[src/rtl/seg7_display_decoder.sv]
// Readback decoder for the dual seven-segment display bus: demuxes tens/ones, decodes
// segments and commits stable digits. Define SEG7_HEX_EN to also decode hex letters A-F.
module seg7_display_decoder #(
  parameter int unsigned STABLE_CNT = 4,
  parameter int unsigned TIMEOUT    = 64
) (
  input  logic       clk,
  input  logic       rst_n,
  input  logic [7:0] seg_in,
  input  logic       err_clr,
  output logic [3:0] tens,
  output logic [3:0] ones,
  output logic [1:0] valid,
  output logic [1:0] upd,
  output logic       err,
  output logic       stale
);

  localparam int unsigned CW = $clog2(STABLE_CNT + 1);
  localparam int unsigned WW = $clog2(TIMEOUT + 1);
  localparam logic [CW-1:0] CNT_MAX = CW'(STABLE_CNT);
  localparam logic [WW-1:0] WD_MAX  = WW'(TIMEOUT);

  logic [7:0]          seg_q;
  logic                smp_vld_q;
  logic                sel_prev_q, sel_prev_d;
  logic [1:0][3:0]     cand_q, cand_d;
  logic [1:0][CW-1:0]  cnt_q, cnt_d;
  logic [1:0][3:0]     digit_q, digit_d;
  logic [1:0]          valid_q, valid_d;
  logic [1:0]          upd_q, upd_d;
  logic                err_q, err_d;
  logic [WW-1:0]       wd_q, wd_d;

  logic [4:0]          dec;
  logic                ch;

  // Returns {ok, digit}; ok=0 marks an undecodable pattern.
  function automatic logic [4:0] decode(input logic [6:0] p);
    logic [4:0] r;
    case (p)
      7'h3F: r = 5'h10;
      7'h06: r = 5'h11;
      7'h5B: r = 5'h12;
      7'h4F: r = 5'h13;
      7'h66: r = 5'h14;
      7'h6D: r = 5'h15;
      7'h7D: r = 5'h16;
      7'h07: r = 5'h17;
      7'h7F: r = 5'h18;
      7'h6F: r = 5'h19;
      7'h00: r = 5'h1F;
`ifdef SEG7_HEX_EN
      7'h77: r = 5'h1A;
      7'h7C: r = 5'h1B;
      7'h39: r = 5'h1C;
      7'h5E: r = 5'h1D;
      7'h79: r = 5'h1E;
      7'h71: r = 5'h1F;
`endif
      default: r = 5'h0F;
    endcase
    return r;
  endfunction

  always_comb begin
    cand_d     = cand_q;
    cnt_d      = cnt_q;
    digit_d    = digit_q;
    valid_d    = valid_q;
    upd_d      = '0;
    err_d      = err_q;
    sel_prev_d = seg_q[7];
    dec        = decode(seg_q[6:0]);
    ch         = seg_q[7];

    if (err_clr)
      err_d = 1'b0;

    // Only the channel named by digit_sel is touched; the other keeps its streak.
    if (smp_vld_q) begin
      if (!dec[4]) begin
        cand_d[ch] = '1;
        cnt_d[ch]  = '0;
        err_d      = 1'b1;
      end else begin
        if (dec[3:0] == cand_q[ch]) begin
          if (cnt_q[ch] != CNT_MAX)
            cnt_d[ch] = cnt_q[ch] + CW'(1);
        end else begin
          cand_d[ch] = dec[3:0];
          cnt_d[ch]  = CW'(1);
        end
        if (cnt_d[ch] == CNT_MAX) begin
          digit_d[ch] = dec[3:0];
          valid_d[ch] = 1'b1;
          upd_d[ch]   = (digit_q[ch] != dec[3:0]);
        end
      end
    end

    if (seg_q[7] != sel_prev_q)
      wd_d = '0;
    else if (wd_q == WD_MAX)
      wd_d = wd_q;
    else
      wd_d = wd_q + WW'(1);
  end

  always_ff @(posedge clk or negedge rst_n) begin
    if (!rst_n) begin
      seg_q      <= '0;
      smp_vld_q  <= 1'b0;
      sel_prev_q <= 1'b0;
      cand_q     <= '1;
      cnt_q      <= '0;
      digit_q    <= '1;
      valid_q    <= '0;
      upd_q      <= '0;
      err_q      <= 1'b0;
      wd_q       <= '0;
    end else begin
      seg_q      <= seg_in;
      smp_vld_q  <= 1'b1;
      sel_prev_q <= sel_prev_d;
      cand_q     <= cand_d;
      cnt_q      <= cnt_d;
      digit_q    <= digit_d;
      valid_q    <= valid_d;
      upd_q      <= upd_d;
      err_q      <= err_d;
      wd_q       <= wd_d;
    end
  end

  assign tens  = digit_q[1];
  assign ones  = digit_q[0];
  assign valid = valid_q;
  assign upd   = upd_q;
  assign err   = err_q;
  assign stale = (wd_q == WD_MAX);

endmodule

[config.mk]
export PLATFORM = sky130hd
export DESIGN_NAME = seg7_display_decoder
export DESIGN_NICKNAME = d
export VERILOG_FILES = /design/src/rtl/seg7_display_decoder.sv
export SDC_FILE = /design/constraint.sdc
export NUM_CORES = 1
export LEC_CHECK = 0
export ABC_AREA = 1
export BUFFER_PORTS_ARGS = -buffer_cell sky130_fd_sc_hd__buf_2
export CAP_MARGIN = 40
export CORE_MARGIN = 4
export CORE_UTILIZATION = 59
export DETAILED_ROUTE_END_ITERATION = 10
export PLACE_DENSITY = 0.9
export REMOVE_ABC_BUFFERS = 1
export SLEW_MARGIN = 20
export SYNTH_ARGS = -nofsm -noshare
export SYNTH_HDL_FRONTEND = slang
export SYNTH_SLANG_ARGS = --single-unit
[constraint.sdc]
create_clock -name clk -period 3.15 [get_ports clk]
set_input_delay 0 -clock clk [delete_from_list [all_inputs] [get_ports clk]]
set_output_delay 0 -clock clk [all_outputs]
set_load 0.02 [all_outputs]
---- After elaboration in Yosys (flattened, before gate mapping) ----
Index checks and enable logic that the tools add are counted.
word-level totals
  register bits after elaboration ......... 44
  input bits .............................. 11
  output and inout port bits .............. 14
  word-level logic and storage cells ...... 80
cells by class
  $add $sub $neg .......................... 2
  magnitude comparators ................... 2
  eq/ne operators ......................... 18
  muxes and demuxes ....................... 33
  bitwise operators ....................... 8
  reductions and logical operators ........ 4
operator list
  cell                   count
  $eq A7 B7 Y1 const B   8
  $pmux W5 S11           1
  $mux W6                5
  $mux W4                5
  $bwmux W8              2
  $mux W8                2
  $mux W3                5
  $eq A7 B3 Y1 const B   2
  $mux W7                2
  $or A8 B8 Y8           1
  $add A7 B1 Y7 const B  1
  $eq A7 B6 Y1 const B   1
  $logic_not A7 Y1       1
  $and A6 B6 Y6          1
  $bwmux W6              1
  $mux W2                3
  $not A6 Y6             1
  $and A4 B4 Y4          1
  $demux W4 S1           1
  $eq A4 B4 Y1           1
  $mux W1                4
  $ne A4 B4 Y1           1
  $not A4 Y4             1
  $or A2 B2 Y2           2
  14 further kinds       14

---- Depth between registers and ports, before layout ----
  depth after elaboration ................. 15
  mapped depth ............................ 19
  mapped depth without buffers ............ 18

---- Worst setup path after synthesis ----
Ideal clock, no wire load.
  kind .................................... register to register
  start point ............................. register seg_q[7]
  end point ............................... register digit_q (netlist bit tens[0])
  library setup time ...................... 0.076 ns
  arrival time ............................ 2.371 ns
  data required time ...................... 3.074 ns
  path slack .............................. 0.703 ns
  stages on the path, launching flop included .. 17
  period minus slack after synthesis ...... 2.447 ns
  cells stage by stage .................... dfrtp_1 -> buf_4 -> buf_2 -> clkbuf_1 -> nand2_1 -> o21a_1 -> ha_1 -> nand2_1 -> nand2_1 -> xor2_1 -> nor2_1 -> nand4_1 -> o21ai_2 -> buf_6 -> nand3_4 -> nand2_1 -> nand2_1
between the ends
  longest elaborated chain between the ends .. 13
  elaborated cells on any way between the ends .. 27
  those cells by class .................... add/sub (1); order compare (2); eq/ne (3); mux (16); bitwise (3); reduce/logical (2)
ends and longest elaborated chain
  what                                                                    RTL line  text
  from (decl)                                                             24        logic [7:0] seg_q;
  from (signal assigned)                                                  123       seg_q <= seg_in;
  parallel branches: the longest is 13 deep, another holds $add A3 B1 Y3  --
  to (signal assigned)                                                    128       digit_q <= digit_d;
  to (decl)                                                               29        logic [1:0][3:0] digit_q, digit_d;
Several ways; the timed one is not identified. The select of a mux whose other input is x is not followed.
A chain may end at the register's enable or synchronous reset.

---- Final worst setup path ----
  start point ............................. register seg_q[7]
  end point ............................... register upd_q[0] (netlist: upd[0])
between the ends
  longest elaborated chain between the ends .. 15
  elaborated cells on any way between the ends .. 32
  those cells by class .................... add/sub (1); order compare (2); eq/ne (4); mux (20); bitwise (4); reduce/logical (1)
ends and longest elaborated chain
  what                                                                    RTL line  text
  parallel branches: the longest is 12 deep, another holds $add A3 B1 Y3  --
  $mux W2 *                                                               94        if (cnt_d[ch] == CNT_MAX) begin
  $mux W2 *                                                               82        if (!dec[4]) begin
  $mux W2 *                                                               81        if (smp_vld_q) begin
  named net upd_d[0]                                                      31        logic [1:0] upd_q, upd_d;
  to (signal assigned)                                                    130       upd_q <= upd_d;
  to (decl)                                                               31
Mark *: on every way through the listed nets, which the timed path passes. The select of a mux whose other input is x is not followed.

==> metrics.txt <==
# TYPE chip_impl_metric gauge
chip_impl_info{name="result_of_the_run",value="complete, no violations"} 1
chip_impl_metric{name="clock.fmax",unit="GHz"} 0.3662
chip_impl_metric{name="floorplan.initialDensity",unit="%"} 62.72
chip_impl_info{name="setup.worst_path.start",value="seg_q[7]$_DFF_PN0_"} 1
chip_impl_info{name="reg2reg_to",value="upd[0]$_DFF_PN0_"} 1
chip_impl_metric{name="design.die.area",unit="sq um"} 5497
chip_impl_info{name="worst_path_top_cell_family_by_delay",value="compound AO/OA/AOI/OAI gates"} 1
chip_impl_metric{name="yosys.area.top_type_share",unit="%"} 27.14
chip_impl_metric{name="antenna-diode-count",unit=""} 0
chip_impl_metric{name="place.gp.congestion",unit=""} 0.8813
chip_impl_metric{name="worstPathBufferInverterCount",unit=""} 2
chip_impl_metric{name="timing.max_cap.violations",unit=""} 0
chip_impl_info{name="unrepaired_setup_endpoints_after_global_routing",value="no"} 1
chip_impl_metric{name="syn-mean-instance-area",unit="sq um"} 8.092
chip_impl_metric{name="crit_cells",unit=""} 13
chip_impl_info{name="synth_ff_type",value="sky130_fd_sc_hd__dfrtp_1"} 1
chip_impl_metric{name="internal_power",unit="mW"} 0.9537
chip_impl_metric{name="setup_viol_count_final",unit=""} 0
chip_impl_metric{name="sequential_cell_area",unit="sq um"} 1121
chip_impl_metric{name="layout-drive-gt1-share",unit="%"} 25.42
chip_impl_info{name="clockRootBuffer",value="sky130_fd_sc_hd__clkbuf_8"} 1
chip_impl_metric{name="firstDrtPassIters",unit=""} 6
chip_impl_metric{name="final_antenna_net_count",unit=""} 0
chip_impl_metric{name="detail_route.vias_per_cell",unit=""} 5.542
chip_impl_metric{name="first_pass_grt_wire_length",unit="microns"} 9563
chip_impl_metric{name="placedCellCount",unit=""} 390
chip_impl_info{name="r2r-start",value="seg_q[7]$_DFF_PN0_"} 1
chip_impl_metric{name="switchingPower",unit="mW"} 0.3569
chip_impl_metric{name="ctsResizeCount",unit=""} 0
chip_impl_metric{name="ys_async_sr_fraction",unit="%"} 100.0
chip_impl_metric{name="maximum_number_of_pins_on_one_net_before_global_route_repair",unit=""} 35
chip_impl_metric{name="synth-seq-area-share",unit="%"} 43.43
chip_impl_metric{name="worst_r2r_path_depth",unit=""} 13
chip_impl_info{name="hold_path_class",value="input pin to asynchronous set/reset pin"} 1
chip_impl_metric{name="clock_power_share",unit="%"} 34.3
chip_impl_metric{name="grt-ovfl-total",unit=""} 0
chip_impl_info{name="worst_setup_path_end_kind",value="flip-flop"} 1
chip_impl_metric{name="leakagePower",unit="nW"} 1.541
chip_impl_metric{name="syn_area",unit="sq um"} 2581
chip_impl_metric{name="clock_tree.buffer_depth",unit=""} 2
chip_impl_metric{name="first_global_vias",unit=""} 2211
chip_impl_metric{name="total_number_of_clock_tree_sinks",unit=""} 44
chip_impl_metric{name="place.port_buffers",unit=""} 24
chip_impl_metric{name="p_comb_share",unit="%"} 17.2
chip_impl_metric{name="post_synthesis_instance_total",unit=""} 319
chip_impl_info{name="worst_setup_path_endpoint",value="upd[0]$_DFF_PN0_"} 1
chip_impl_info{name="crit_path_cell_trace",value="buf_4, o21a_1, inv_1, ha_1, xor2_1, o21ai_0, nand2_1, o21ai_0, nand3_1, nand2_2, o21ai_2, nand3_2, nor2_1"} 1
chip_impl_metric{name="clock_insertion_delay_worst_skew",unit="ns"} 0.30
chip_impl_info{name="clock_tree_from_tritoncts",value="yes"} 1
chip_impl_metric{name="post_synth_num_cell_types",unit=""} 38
chip_impl_info{name="cpMaxStageDelayCell",value="sky130_fd_sc_hd__dfrtp_1"} 1
chip_impl_metric{name="area_delta_synth_final",unit="%"} 15.80
chip_impl_metric{name="worst-path-max-fanout",unit=""} 21
chip_impl_metric{name="final.setup.tns",unit="ns"} 0
chip_impl_metric{name="hold_viol",unit=""} 0
chip_impl_metric{name="max-vdd-ir-drop",unit="uV"} 258.9
chip_impl_metric{name="fp.dieW",unit="microns"} 74.15
chip_impl_metric{name="synth_seq_cells",unit=""} 44
chip_impl_metric{name="worst_ep_required_time",unit="ns"} 3.36
chip_impl_metric{name="count_of_vias_placed_by_the_detailed_router",unit=""} 2261
chip_impl_metric{name="ioPinCount",unit=""} 25
chip_impl_metric{name="cts_setup_buffers",unit=""} 0
chip_impl_metric{name="post_layout_nonfiller_instances",unit=""} 408
chip_impl_metric{name="detailedRoute.firstIterationViolations",unit=""} 226
chip_impl_metric{name="finalMaxSlewViolations",unit=""} 0
chip_impl_metric{name="worst-r2r-setup-slack",unit="ns"} 0.42
chip_impl_metric{name="postRouteWirelength",unit="microns"} 5356
chip_impl_metric{name="cts_inserted_buffers",unit=""} 5
chip_impl_metric{name="core_area",unit="sq um"} 4115
chip_impl_metric{name="ys.warnings.count",unit=""} 0
chip_impl_metric{name="final_nets",unit=""} 372
chip_impl_info{name="path_common_cell",value="sky130_fd_sc_hd__o21ai_0"} 1
chip_impl_info{name="yosys-top-cells-area",value="sky130_fd_sc_hd__dfrtp_1, sky130_fd_sc_hd__dfstp_2, sky130_fd_sc_hd__nand2_1"} 1
chip_impl_metric{name="count_of_flip_flops_with_a_built_in_enable_after_synthesis",unit=""} 0
chip_impl_metric{name="final_min_period_over_clock_period",unit="%"} 86.70
chip_impl_metric{name="critical_path_s_largest_stage_delay",unit="ns"} 0.41
chip_impl_metric{name="rows",unit=""} 23
chip_impl_metric{name="switching_portion_of_total_power",unit="%"} 27.23
chip_impl_metric{name="grt_util_all_layers",unit="%"} 22.39
chip_impl_info{name="yosysTopAreaCell",value="sky130_fd_sc_hd__dfrtp_1"} 1
chip_impl_metric{name="routed_wire_length_per_instance",unit="microns"} 13.13
chip_impl_metric{name="clock-skew-final",unit="ns"} 0.006737
chip_impl_metric{name="final_period_demand_of_the_worst_path",unit="ns"} 2.731
chip_impl_info{name="crit_type",value="flip-flop to flip-flop"} 1
chip_impl_metric{name="antenna_violations_before_repair",unit=""} 0
chip_impl_metric{name="multiInputGateArea",unit="sq um"} 1260
chip_impl_metric{name="cp.arrival",unit="ns"} 2.94
chip_impl_metric{name="p_seq_share",unit="%"} 48.6
chip_impl_metric{name="clk_pin_slew",unit="ns"} 0.08
chip_impl_metric{name="fill_cells",unit=""} 295
chip_impl_metric{name="post-dp-hpwl",unit="microns"} 3955
chip_impl_metric{name="drt_drc_violations_left",unit=""} 0
chip_impl_metric{name="die-height",unit="microns"} 74.15
chip_impl_metric{name="postCtsHoldBufs",unit=""} 10
chip_impl_metric{name="total_power_per_unit_cell_area",unit="nW/um^2"} 438.5
chip_impl_metric{name="htreeDepth",unit=""} 2
chip_impl_info{name="timing.critical_path.from_type",value="flip-flop"} 1
-- through the flow --
| step | power (mW) | hold slack [ns] | utilization, % | cell area (sq um) | setup WS, ns |
|---|---|---|---|---|---|
| after floorplan | 0.7975 | -0.2956 | - | 2542 | 0.2022 |
| after global placement | 0.8492 | 0.1076 | 66.77 | 2748 | 0.6874 |
| after detailed placement | 0.8618 | -0.1044 | 67.25 | 2768 | 0.5286 |
| after CTS | 1.325 | 0.1032 | 72.64 | 2989 | 0.4876 |
| after global routing | 1.384 | 0.1425 | 72.64 | 2989 | 0.1919 |
| final | 1.311 | 0.1045 | 72.64 | 2989 | 0.4191 |
-- cell usage in the layout (no fill, tap or decap), types with 6 or more instances in the layout --
master	Yosys	layout
sky130_fd_sc_hd__buf_2	1	24
sky130_fd_sc_hd__nand3_1	7	7
sky130_fd_sc_hd__nor2_4	6	6
sky130_fd_sc_hd__o21ai_0	19	19
sky130_fd_sc_hd__o22ai_1	6	6
sky130_fd_sc_hd__a21oi_1	6	6
sky130_fd_sc_hd__nand4_1	10	10
sky130_fd_sc_hd__inv_1	38	38
sky130_fd_sc_hd__clkbuf_8	0	6
sky130_fd_sc_hd__dlygate4sd3_1	0	10
sky130_fd_sc_hd__nand2_2	12	12
sky130_fd_sc_hd__dfrtp_1	28	28
sky130_fd_sc_hd__nor2_1	17	17
sky130_fd_sc_hd__nand2_1	91	91
sky130_fd_sc_hd__dfstp_2	16	16
sky130_fd_sc_hd__nor3_1	8	8
-- power by group through the flow --
stage / Clock [mW] / Sequential [mW] / Combinational, mW
finish: 0.449 / 0.637 / 0.225
global route: 0.486 / 0.641 / 0.258
CTS: 0.463 / 0.636 / 0.226
detailed placement: 0 / 0.646 / 0.216
global placement: 0 / 0.645 / 0.204
floorplan: 0 / 0.648 / 0.149
-- layout make-up --
class	count	area share [%]
Sequential cell	44	37.51
Clock buffer	6	2.763
Clock inverter	2	1.298
Timing Repair Buffer	38	8.790
Multi-Input combinational cell	225	42.15
Tap cell	50	2.093
Inverter	43	5.400
-- cell families (layout without fill, tap and decap cells) --
| group | after synthesis | after routing | synth area share, % |
|---|---|---|---|
| AND/OR/NAND/NOR | 170 | 170 | 34.12 |
| buffers and inverters | 50 | 89 | 7.756 |
| flip-flops | 44 | 44 | 43.43 |
| AO/OA/AOI/OAI | 38 | 38 | 8.338 |
| XOR/XNOR | 8 | 8 | 2.715 |
| adder cells (fa/ha/maj) | 4 | 4 | 1.939 |
| multiplexers | 4 | 4 | 1.551 |
| other | 1 | 1 | 0.1453 |
-- state kept, by name, indices dropped and copies added, names as in the netlist --
signal      count
cand_q          8
seg_q           8
wd_q            7
cnt_q           6
ones            4
tens            4
upd             2
valid           2
err             1
sel_prev_q      1
smp_vld_q       1
-- worst register-to-register path: stages (launching register included) --
cell and delay (ns):
sky130_fd_sc_hd__dfrtp_1 0.41, sky130_fd_sc_hd__buf_4 0.30, sky130_fd_sc_hd__o21a_1 0.19, sky130_fd_sc_hd__inv_1 0.05, sky130_fd_sc_hd__ha_1 0.19, sky130_fd_sc_hd__xor2_1 0.20, sky130_fd_sc_hd__o21ai_0 0.12, sky130_fd_sc_hd__nand2_1 0.08
sky130_fd_sc_hd__o21ai_0 0.09, sky130_fd_sc_hd__nand3_1 0.11, sky130_fd_sc_hd__nand2_2 0.07, sky130_fd_sc_hd__o21ai_2 0.40, sky130_fd_sc_hd__nand3_2 0.25, sky130_fd_sc_hd__nor2_1 0.19
-- cell usage after synthesis (all sizes together), types with 4 or more instances --
library cell / number
nand3: 12
nor3: 8
o22ai: 6
ha: 4
clkbuf: 4
xor2: 5
dfstp: 16
o21ai: 20
nand2: 109
dfrtp: 28
nand4: 10
inv: 43
mux2i: 4
a21oi: 6
nor2: 26
-- how the worst min path moves through the flow --
stage               from  slack [ns]                    to
6_report           rst_n        0.10   wd_q[3]$_DFFE_PN0P_
5_1_grt            rst_n        0.14   wd_q[2]$_DFFE_PN0P_
4_1_cts            rst_n        0.10   wd_q[3]$_DFFE_PN0P_
3_5_place_dp       rst_n       -0.10   wd_q[2]$_DFFE_PN0P_
3_3_place_gp   seg_in[6]        0.11    seg_q[6]$_DFF_PN0_
2_1_floorplan      rst_n       -0.30  cnt_q[0]$_DFFE_PN0P_
-- per-layer routing --
layer / vias to the layer above / global-route usage, % / share of wire (%)
met3: 21 / 4.054 / 5.0
li1: 1095 / - / -
met4: 0 / 9.658 / 3.0
met1: 1070 / 28.04 / 42
met2: 75 / 37.89 / 49
met5: - / 0 / 0
Note: power is estimated with default switching activity, not from simulation.
